`src/rtl/muldiv_pkg.sv`:
```
`default_nettype none
// ============================================================================
// Module      : muldiv_pkg
// Description : Shared opcode encoding, FSM state type and result constants
//               for the HI/LO multiply/divide sequencer.
// Revision    : 1.0 - initial release
// ============================================================================
package muldiv_pkg;

   // Request opcodes presented on op_i
   localparam logic [2:0] OP_MULT  = 3'd0;
   localparam logic [2:0] OP_MULTU = 3'd1;
   localparam logic [2:0] OP_DIV   = 3'd2;
   localparam logic [2:0] OP_DIVU  = 3'd3;
   localparam logic [2:0] OP_MTHI  = 3'd4;
   localparam logic [2:0] OP_MTLO  = 3'd5;

   // Sequencer states
   typedef enum logic [1:0] {
      ST_IDLE = 2'd0,
      ST_MUL  = 2'd1,
      ST_DIV  = 2'd2,
      ST_FIX  = 2'd3
   } state_e;

   // Quotient reported for a zero divisor; sliced to WIDTH (WIDTH <= 64)
   localparam int unsigned  MAX_WIDTH = 64;
   localparam logic [MAX_WIDTH-1:0] DIVZ_LO = {MAX_WIDTH{1'b1}};

   // MULT and DIV work on magnitudes plus sign flags
   function automatic logic op_is_signed(input logic [2:0] op);
      return (op == OP_MULT) || (op == OP_DIV);
   endfunction

endpackage
`default_nettype wire

```
`src/rtl/muldiv_sign_fix.sv`:
```
`default_nettype none
// ============================================================================
// Module      : muldiv_sign_fix
// Description : Combinational sign handling. Entry side turns operands into
//               magnitudes plus sign flags; result side re-applies signs to
//               the product, quotient and remainder.
// Revision    : 1.0 - initial release
// ============================================================================
module muldiv_sign_fix #(
   parameter int WIDTH = 32
) (
   // entry stage
   input  logic               signed_i,
   input  logic [WIDTH-1:0]   a_i,
   input  logic [WIDTH-1:0]   b_i,
   output logic               a_neg_o,
   output logic               b_neg_o,
   output logic [WIDTH-1:0]   a_mag_o,
   output logic [WIDTH-1:0]   b_mag_o,
   // result stage
   input  logic               neg_a_i,
   input  logic               neg_b_i,
   input  logic [2*WIDTH-1:0] prod_i,
   input  logic [WIDTH-1:0]   quot_i,
   input  logic [WIDTH-1:0]   rem_i,
   output logic [2*WIDTH-1:0] prod_o,
   output logic [WIDTH-1:0]   quot_o,
   output logic [WIDTH-1:0]   rem_o
);

   assign a_neg_o = signed_i & a_i[WIDTH-1];
   assign b_neg_o = signed_i & b_i[WIDTH-1];

   // The most negative value maps onto itself, which is exactly the unsigned
   // magnitude needed for the shift-add / restoring datapaths.
   assign a_mag_o = a_neg_o ? (-a_i) : a_i;
   assign b_mag_o = b_neg_o ? (-b_i) : b_i;

   // Product and quotient are negative when the operand signs differ;
   // the remainder follows the dividend.
   assign prod_o = (neg_a_i ^ neg_b_i) ? (-prod_i) : prod_i;
   assign quot_o = (neg_a_i ^ neg_b_i) ? (-quot_i) : quot_i;
   assign rem_o  = neg_a_i ? (-rem_i) : rem_i;

endmodule
`default_nettype wire

```
`src/rtl/muldiv_sequencer.sv`:
```
`default_nettype none
// ============================================================================
// Module      : muldiv_sequencer
// Description : Multi-cycle HI/LO multiply/divide controller. Iterative
//               shift-add multiply and restoring divide, one bit per cycle,
//               followed by a sign-fix cycle. Owns HI/LO and drives the
//               pipeline interlock.
// Build macro : MULDIV_FAST_MUL_EN - combinational multiply, MULT/MULTU go
//               straight from IDLE to FIX.
// Revision    : 1.0 - initial release
// ============================================================================
module muldiv_sequencer
   import muldiv_pkg::*;
#(
   parameter int WIDTH = 32
) (
   input  logic             clk_i,
   input  logic             reset_n_i,
   input  logic             start_i,
   input  logic [2:0]       op_i,
   input  logic [WIDTH-1:0] op1_i,
   input  logic [WIDTH-1:0] op2_i,
   input  logic             read_hi_i,
   input  logic             read_lo_i,
   output logic             busy_o,
   output logic             done_o,
   output logic             stall_o,
   output logic [WIDTH-1:0] hi_o,
   output logic [WIDTH-1:0] lo_o,
   output logic [WIDTH-1:0] hilo_out_o
);

   localparam int CW = (WIDTH > 1) ? $clog2(WIDTH) : 1;

   state_e               state_q, state_d;
   logic [CW-1:0]        cnt_q, cnt_d;
   logic [2*WIDTH-1:0]   acc_q, acc_d;     // {upper, lower} working register
   logic [WIDTH-1:0]     opnd_q, opnd_d;   // multiplicand or divisor magnitude
   logic                 neg_a_q, neg_a_d, neg_b_q, neg_b_d;
   logic                 is_div_q, is_div_d, divz_q, divz_d;
   logic [WIDTH-1:0]     hi_q, hi_d, lo_q, lo_d;
   logic                 done_q, done_d;

   logic                 a_neg, b_neg;
   logic [WIDTH-1:0]     a_mag, b_mag;
   logic [2*WIDTH-1:0]   prod_fix;
   logic [WIDTH-1:0]     quot_fix, rem_fix, rem_src;
   logic                 last_iter;

   // A zero divisor leaves the dividend magnitude untouched in the low half;
   // re-signing it restores the original op1 for HI.
   assign rem_src = divz_q ? acc_q[WIDTH-1:0] : acc_q[2*WIDTH-1:WIDTH];

   muldiv_sign_fix #(.WIDTH(WIDTH)) u_sign_fix (
      .signed_i (op_is_signed(op_i)),
      .a_i      (op1_i),
      .b_i      (op2_i),
      .a_neg_o  (a_neg),
      .b_neg_o  (b_neg),
      .a_mag_o  (a_mag),
      .b_mag_o  (b_mag),
      .neg_a_i  (neg_a_q),
      .neg_b_i  (neg_b_q),
      .prod_i   (acc_q),
      .quot_i   (acc_q[WIDTH-1:0]),
      .rem_i    (rem_src),
      .prod_o   (prod_fix),
      .quot_o   (quot_fix),
      .rem_o    (rem_fix)
   );

   // Shift-add step: add multiplicand into the upper half when the current
   // multiplier bit is set, then shift the whole accumulator right.
   logic [WIDTH:0]       mul_sum;
   logic [2*WIDTH-1:0]   mul_step;
   assign mul_sum  = {1'b0, acc_q[2*WIDTH-1:WIDTH]} + (acc_q[0] ? {1'b0, opnd_q} : '0);
   assign mul_step = {mul_sum, acc_q[WIDTH-1:1]};

   // Restoring step: shift the next dividend bit into the partial remainder,
   // subtract the divisor if it fits, and shift the quotient bit in at the bottom.
   logic [WIDTH:0]       div_shrem, div_diff;
   logic                 div_ge;
   logic [2*WIDTH-1:0]   div_step;
   assign div_shrem = {acc_q[2*WIDTH-1:WIDTH], acc_q[WIDTH-1]};
   assign div_diff  = div_shrem - {1'b0, opnd_q};
   assign div_ge    = (div_shrem >= {1'b0, opnd_q});
   assign div_step  = {(div_ge ? div_diff[WIDTH-1:0] : div_shrem[WIDTH-1:0]),
                       acc_q[WIDTH-2:0], div_ge};

`ifdef MULDIV_FAST_MUL_EN
   logic [2*WIDTH-1:0]   fast_prod;
   assign fast_prod = {{WIDTH{1'b0}}, a_mag} * {{WIDTH{1'b0}}, b_mag};
`endif

   assign last_iter = (cnt_q == CW'(WIDTH - 1));

   // Next-state, datapath and HI/LO update logic
   always_comb begin
      state_d  = state_q;
      cnt_d    = cnt_q;
      acc_d    = acc_q;
      opnd_d   = opnd_q;
      neg_a_d  = neg_a_q;
      neg_b_d  = neg_b_q;
      is_div_d = is_div_q;
      divz_d   = divz_q;
      hi_d     = hi_q;
      lo_d     = lo_q;
      done_d   = 1'b0;

      case (state_q)
         ST_IDLE: begin
            if (start_i) begin
               case (op_i)
                  OP_MULT, OP_MULTU: begin
                     neg_a_d  = a_neg;
                     neg_b_d  = b_neg;
                     opnd_d   = a_mag;
                     is_div_d = 1'b0;
                     divz_d   = 1'b0;
                     cnt_d    = '0;
`ifdef MULDIV_FAST_MUL_EN
                     acc_d    = fast_prod;
                     state_d  = ST_FIX;
`else
                     acc_d    = {{WIDTH{1'b0}}, b_mag};
                     state_d  = ST_MUL;
`endif
                  end
                  OP_DIV, OP_DIVU: begin
                     neg_a_d  = a_neg;
                     neg_b_d  = b_neg;
                     opnd_d   = b_mag;
                     acc_d    = {{WIDTH{1'b0}}, a_mag};
                     is_div_d = 1'b1;
                     divz_d   = (op2_i == '0);
                     cnt_d    = '0;
                     state_d  = ST_DIV;
                  end
                  OP_MTHI: hi_d = op1_i;
                  OP_MTLO: lo_d = op1_i;
                  default: ;  // reserved opcodes are ignored
               endcase
            end
         end
         ST_MUL: begin
            acc_d = mul_step;
            cnt_d = cnt_q + CW'(1);
            if (last_iter) begin
               cnt_d   = '0;
               state_d = ST_FIX;
            end
         end
         ST_DIV: begin
            // Divide by zero keeps counting so the latency is unchanged
            if (!divz_q) begin
               acc_d = div_step;
            end
            cnt_d = cnt_q + CW'(1);
            if (last_iter) begin
               cnt_d   = '0;
               state_d = ST_FIX;
            end
         end
         ST_FIX: begin
            if (is_div_q) begin
               lo_d = divz_q ? DIVZ_LO[WIDTH-1:0] : quot_fix;
               hi_d = rem_fix;
            end else begin
               {hi_d, lo_d} = prod_fix;
            end
            done_d  = 1'b1;
            state_d = ST_IDLE;
         end
         default: state_d = ST_IDLE;
      endcase
   end

   // State and datapath registers; reset discards any in-flight operation
   always_ff @(posedge clk_i or negedge reset_n_i) begin
      if (!reset_n_i) begin
         state_q  <= ST_IDLE;
         cnt_q    <= '0;
         acc_q    <= '0;
         opnd_q   <= '0;
         neg_a_q  <= 1'b0;
         neg_b_q  <= 1'b0;
         is_div_q <= 1'b0;
         divz_q   <= 1'b0;
         hi_q     <= '0;
         lo_q     <= '0;
         done_q   <= 1'b0;
      end else begin
         state_q  <= state_d;
         cnt_q    <= cnt_d;
         acc_q    <= acc_d;
         opnd_q   <= opnd_d;
         neg_a_q  <= neg_a_d;
         neg_b_q  <= neg_b_d;
         is_div_q <= is_div_d;
         divz_q   <= divz_d;
         hi_q     <= hi_d;
         lo_q     <= lo_d;
         done_q   <= done_d;
      end
   end

   assign busy_o     = (state_q != ST_IDLE);
   assign stall_o    = busy_o & (start_i | read_hi_i | read_lo_i);
   assign done_o     = done_q;
   assign hi_o       = hi_q;
   assign lo_o       = lo_q;
   // HI wins if decode ever raises both reads
   assign hilo_out_o = read_hi_i ? hi_q : (read_lo_i ? lo_q : '0);

endmodule
`default_nettype wire

```
`config.mk`:
```
export PLATFORM = sky130hd
export DESIGN_NAME = muldiv_sequencer
export DESIGN_NICKNAME = d
export VERILOG_FILES = /design/src/rtl/muldiv_pkg.sv /design/src/rtl/muldiv_sign_fix.sv /design/src/rtl/muldiv_sequencer.sv
export SDC_FILE = /design/constraint.sdc
export NUM_CORES = 1
export LEC_CHECK = 0
export BUFFER_PORTS_ARGS = -buffer_cell sky130_fd_sc_hd__buf_2
export CAP_MARGIN = 0
export CORE_MARGIN = 2
export CORE_UTILIZATION = 55
export CTS_CLUSTER_DIAMETER = 80
export DETAILED_ROUTE_END_ITERATION = 7
export PLACE_DENSITY = 0.81
export SLEW_MARGIN = 20
export SYNTH_ARGS = -nofsm -noshare
export SYNTH_HDL_FRONTEND = slang
export SYNTH_HIERARCHICAL = 1
export SYNTH_SLANG_ARGS = --single-unit
export TNS_END_PERCENT = 5
```
`constraint.sdc`:
```
create_clock -name clk_i -period 7.6 [get_ports clk_i]
set_clock_uncertainty 0.05 [all_clocks]
set_input_delay 0.76 -clock clk_i [delete_from_list [all_inputs] [get_ports clk_i]]
set_output_delay 0.76 -clock clk_i [all_outputs]
set_load 0.02 [all_outputs]
```
Word-level counts from Yosys, hierarchy flattened. Cells that the tools add are included.

Output and inout port bits: 99. Register bits: 172. Logic and storage cells: 97. Input bits: 72.

Muxes and demuxes: 35. $add $sub $neg: 8. Bitwise gates (word level): 6. Reduce and logical (&&, ||, !) cells: 20. Equal/unequal tests: 16. $lt $le $gt $ge: 1.

Operator list (count): $mux W32 (16); $mux W64 (3); $pmux W32 S2 (3); $pmux W64 S3 (1); $neg A32 Y32 (4); $pmux W64 S2 (1); $neg A64 Y64 (1); $add A32 B32 Y33 (1); $ge A33 B32 Y1 (1); $logic_not A32 Y1 (1); $sub A32 B32 Y32 (1); $reduce_and A3 Y1 (6); $mux W5 (3); $pmux W5 S2 (1); $reduce_bool A2 Y1 (4); $eq A3 B2 Y1 const B (2); $eq A3 B3 Y1 const B (2); $ne A2 B1 Y1 const B (3); $ne A2 B2 Y1 const B (3); $pmux W2 S3 (1); $reduce_or A2 Y1 (3); $add A5 B1 Y5 const B (1); $eq A5 B5 Y1 const B (1); $eq A2 B2 Y1 const B (2); 16 further kinds (21).

Depth between registers and ports, before layout.
Word-level depth: 7. Gate-level depth with buffers: 14. Depth with buffers taken out: 13.

Hierarchy. Netlist, hierarchy kept.

By module, submodules not included: muldiv_sequencer (times used 1, area an instance 13485.4 µm², cells each 1693); muldiv_sign_fix (times used 1, area an instance 4291.6 µm², cells each 647).

Worst setup path after synthesis. Ideal clock, no wire load.

Kind: reg2reg. Start point: reg acc_q[0]. End point: reg acc_q[59]. Cell stages (with the launch flop): 15. Clock period less this slack: 3534 ps. Path buffers: 1. Arrival: 3358 ps. Setup slack: 4066 ps. Required time: 7424 ps. Cells stage by stage: dfrtp_1 > clkbuf_1 > and2_1 > ha_1 > inv_1 > fa_1 > nand2b_1 > a21oi_1 > o21ai_1 > o31a_1 > o41a_1 > nor2_1 > o41a_1 > xor2_1 > a221o_1.

Word-level cells in the longest chain between the ends: 3.

Ends and longest elaborated chain: start, declared (line muldiv_sequencer.sv:37) `logic [2*WIDTH-1:0] acc_q, acc_d;`; start signal, assigned (line muldiv_sequencer.sv:184) `acc_q <= '0;`; start signal, assigned (line muldiv_sequencer.sv:196) `acc_q <= acc_d;`; $mux W32 (line muldiv_sequencer.sv:76) `assign mul_sum = {1'b0, acc_q[2*WIDTH-1:WIDTH]} + (acc_q[0] ? {1'b0, opnd_q} : '0);`; $add A32 B32 Y33 (line muldiv_sequencer.sv:76); $pmux W64 S3 (line muldiv_sequencer.sv:111) `case (state_q)`.

No other way between the ends. A chain may end at the register's enable or synchronous reset.

Final worst setup path.
Start point: reg acc_q[55]. End point: reg acc_q[56].

Word-level cells in the longest chain between the ends: 4. Elaborated cells between the ends (all ways): 6.

Ends and longest elaborated chain: $sub A32 B32 Y32 or $ge A33 B32 Y1 (tied branches) (line muldiv_sequencer.sv:85, muldiv_sequencer.sv:86); $mux W32 (line muldiv_sequencer.sv:87) `assign div_step = {(div_ge ? div_diff[WIDTH-1:0] : div_shrem[WIDTH-1:0]),`; $mux W64 (line muldiv_sequencer.sv:156) `if (!divz_q) begin`; $pmux W64 S3 (*) (line muldiv_sequencer.sv:111).

Mark *: on every way between the ends. The rest lies on a longest branch, timed or not. The select of a mux whose other input is x is not followed.

==> impl_metrics.env <==
export IMPL_grt_pass1_wl_um=103100
export IMPL_final_cell_mix="nand2_1, o21ai_0, dfrtp_1"
export IMPL_synth_top_cell_by_area="dfrtp_1"
export IMPL_worstSetupPathType="reg2reg"
export IMPL_grt_max_degree=96
export IMPL_finalSetupViolations=0
export IMPL_mostFrequentLayoutCell="nand2_1"
export IMPL_setup_tns_final_ns=0
export IMPL_synth_distinct_cells=80
export IMPL_grt_usage=0.3991
export IMPL_antenna_found_initial=1
export IMPL_slew_violations=0
export IMPL_core_um2=31720
export IMPL_syn_nets=2490
export IMPL_hold_violations=0
export IMPL_crit_required_ns=7.84
export IMPL_synth_area_leaders="dfrtp_1, nand2_1, xnor2_1"
export IMPL_synth_edff_count=0
export IMPL_p_total_mw=10.29
export IMPL_finalNetCount=2568
export IMPL_cts_resized_gates=0
export IMPL_syn_inst=2340
export IMPL_synth_top_flop_cell="dfrtp_1"
export IMPL_ctsLongestPathBuffers=2
export IMPL_crit_fanout=51
export IMPL_num_rows=65
export IMPL_route_detailed_drc=0
export IMPL_syn2layout_area_growth_pct=9.347
export IMPL_avgSynthCellArea_um2=7.597
export IMPL_powerDensity_nw_per_um2=529.4
export IMPL_clock_latency_ns=0.46
export IMPL_clock_sinks=172
export IMPL_fin_cells=2834
export IMPL_dieArea_um2=33780
export IMPL_place_congestion=0.9911
export IMPL_fp_dieW_um=183.8
export IMPL_crit_arrival_ns=4.06
export IMPL_yosysTopAreaCellShare=0.2421
export IMPL_dp_cells=2801
export IMPL_numCtsBuffers=17
export IMPL_grt_overflow=0
export IMPL_slew_headroom=0.2845
export IMPL_synth_warnings=6
export IMPL_vias_per_cell=6.712
export IMPL_maxCapViolCount=0
export IMPL_dp_hpwl_um=51520
export IMPL_io_buffers=170
export IMPL_p_leak_nw=8.751
export IMPL_vias=19020
export IMPL_max_stage_delay_ns=0.71
export IMPL_dieHeight_um=183.8
export IMPL_rsz0062_at_grt="no"
export IMPL_ys_ff_latch=172
export IMPL_io_pins=171
export IMPL_clkSlewWorstSetupHoldPaths_ns=0.08
export IMPL_cpMostUsedCell="a21oi_1"
export IMPL_period_needed_ns=3.815
export IMPL_wl_um=67820
export IMPL_cts_tree="built"
export IMPL_drive_above_1_share=0.1234
export IMPL_cts_setup_buffers=0
export IMPL_drtIter0Drc=2747
export IMPL_slowest_stage="dfrtp_1"
export IMPL_ys_seq_area_frac=0.2421
export IMPL_finalCritPeriodShare=0.5020
export IMPL_async_flop_share=1.000
export IMPL_max_vdd_ir_drop_mv=0.6206
export IMPL_drt_antenna_violating_nets=0
export IMPL_status="finished, final reports clean"
export IMPL_hold_buffers=0
export IMPL_path_cells="ha_1 > a21oi_1 > o21ai_0 > a21oi_1 > o21a_1 > o21ai_2 > a21oi_4 > buf_4 > clkinv_1 > mux2i_1 > o211ai_1"
export IMPL_htree_levels=4
export IMPL_grt_pass1_vias=17450
export IMPL_cp_end_kind="flip-flop"
export IMPL_worstMarginPinSlew_ns=1.070
export IMPL_syn_area_um2=17780
export IMPL_cp_start_kind="flip-flop"
export IMPL_wire_per_inst_um=23.93
export IMPL_cts_root_buf="clkbuf_16"
export IMPL_initial_core_util=0.5605
export IMPL_hold_path_class="in2async"
export IMPL_max_freq_ghz=0.2621
export IMPL_first_pass_iters=6
[critical path: cells and delay by family (launching register included)]
kind / cells / cell delay [ns]
mux: 1 / 0.41
fa+ha+maj: 1 / 0.40
compound gates: 7 / 1.25
buf+inv: 2 / 0.82
flops: 1 / 0.71
[registers in the layout (all words and copies together), names as in the netlist]
signal / flops
state_q: 2
done_o: 1
neg_b_q: 1
lo_o: 32
is_div_q: 1
cnt_q: 5
opnd_q: 32
neg_a_q: 1
hi_o: 32
acc_q: 64
divz_q: 1
[metrics by stage]
step	hold WS (ns)	area, um^2	setup WS (ns)	util
6_report	0.1702	19440	3.785	0.6129
5_1_grt	0.2083	19440	3.578	0.6129
3_5_place_dp	0.4424	18850	3.909	0.5944
2_1_floorplan	0.4132	17780	4.066	-
3_3_place_gp	0.4302	18850	3.944	0.5942
4_1_cts	0.1798	19440	3.895	0.6128
[per-layer routing]
layer / GRT usage / wire length [um] / part of all wire / vias up
met3: 0.1111 / 8665 / 0.13 / 195
met4: 0.1763 / 3130 / 0.046 / 0
met2: 0.5799 / 28030 / 0.41 / 1262
met5: 0 / 0 / 0 / -
met1: 0.5517 / 27990 / 0.41 / 8926
li1: - / - / - / 8638
[power by group]
part	internal, mW	leakage [nW]	switching, mW
clock	0.491	0.283	0.431
combinational	2.58	6.33	4.59
sequential	1.33	2.14	0.869
[area by class of cell]
class                      count  area (um^2)
timing repair buffer         194         1037
fill                        2867        12280
inverter                      81        304.0
tap                          402        503.0
clock inverter                14        155.1
multi-input combinational   1952        12700
clock buffer                  18        429.2
antenna                        1        2.502
sequential                   172         4305
[synth_stat cells (5+ instances only)]
| library cell | number |
|---|---|
| a21o_1 | 19 |
| or4_1 | 23 |
| a22oi_1 | 45 |
| o221ai_1 | 40 |
| xnor2_1 | 135 |
| a22o_1 | 32 |
| nor2b_1 | 8 |
| o21a_1 | 42 |
| nand2_1 | 377 |
| clkbuf_1 | 104 |
| and4_1 | 5 |
| o41ai_2 | 5 |
| a21oi_1 | 127 |
| nor4_1 | 28 |
| buf_1 | 20 |
| nor3_1 | 46 |
| a41oi_1 | 6 |
| xor2_1 | 99 |
| a31oi_1 | 59 |
| o21ai_0 | 231 |
| or3_1 | 15 |
| and2_1 | 40 |
| and3_1 | 15 |
| dfrtp_1 | 172 |
| mux2i_1 | 75 |
| nand2b_1 | 19 |
| o31ai_1 | 34 |
| nand4_1 | 21 |
| ha_1 | 76 |
| buf_4 | 7 |
| o211ai_1 | 8 |
| nor2_1 | 161 |
| mux2_2 | 34 |
| nand3_1 | 28 |
| inv_1 | 80 |
| a211oi_1 | 9 |
| a221oi_1 | 5 |
| o41ai_1 | 10 |
[logic make-up (layout without fill, tap and decap cells)]
family                     after synthesis  in the layout  share of synthesized area
xor gates and xnor gates               234            234                     0.1153
adders and majority gates               78             78                    0.05574
and+or+nand+nor                        814            814                     0.2149
DFF                                    172            172                     0.2421
other                                    0              1                          0
buffers and inverters                  216            307                    0.04772
AOI/OAI and AO/OA                      717            717                     0.2604
muxes                                  109            109                    0.06377
[worst paths after layout]
| path | start | to | slack [ns] | cells past startpoint |
|---|---|---|---|---|
| min in group clk_i | hi_o[9] | hi_o[9] | 0.45 | 2 |
| max in group asynchronous | reset_n_i | state_q[0] | 5.96 | 2 |
| worst max register to register | acc_q[55] | acc_q[56] | 3.78 | 11 |
| worst min register to register | hi_o[9] | hi_o[9] | 0.45 | 2 |
| worst max-delay path | acc_q[55] | acc_q[56] | 3.78 | 11 |
| worst min-delay path | reset_n_i | hi_o[14] | 0.17 | 1 |
Power figures use the tool's default switching activity.
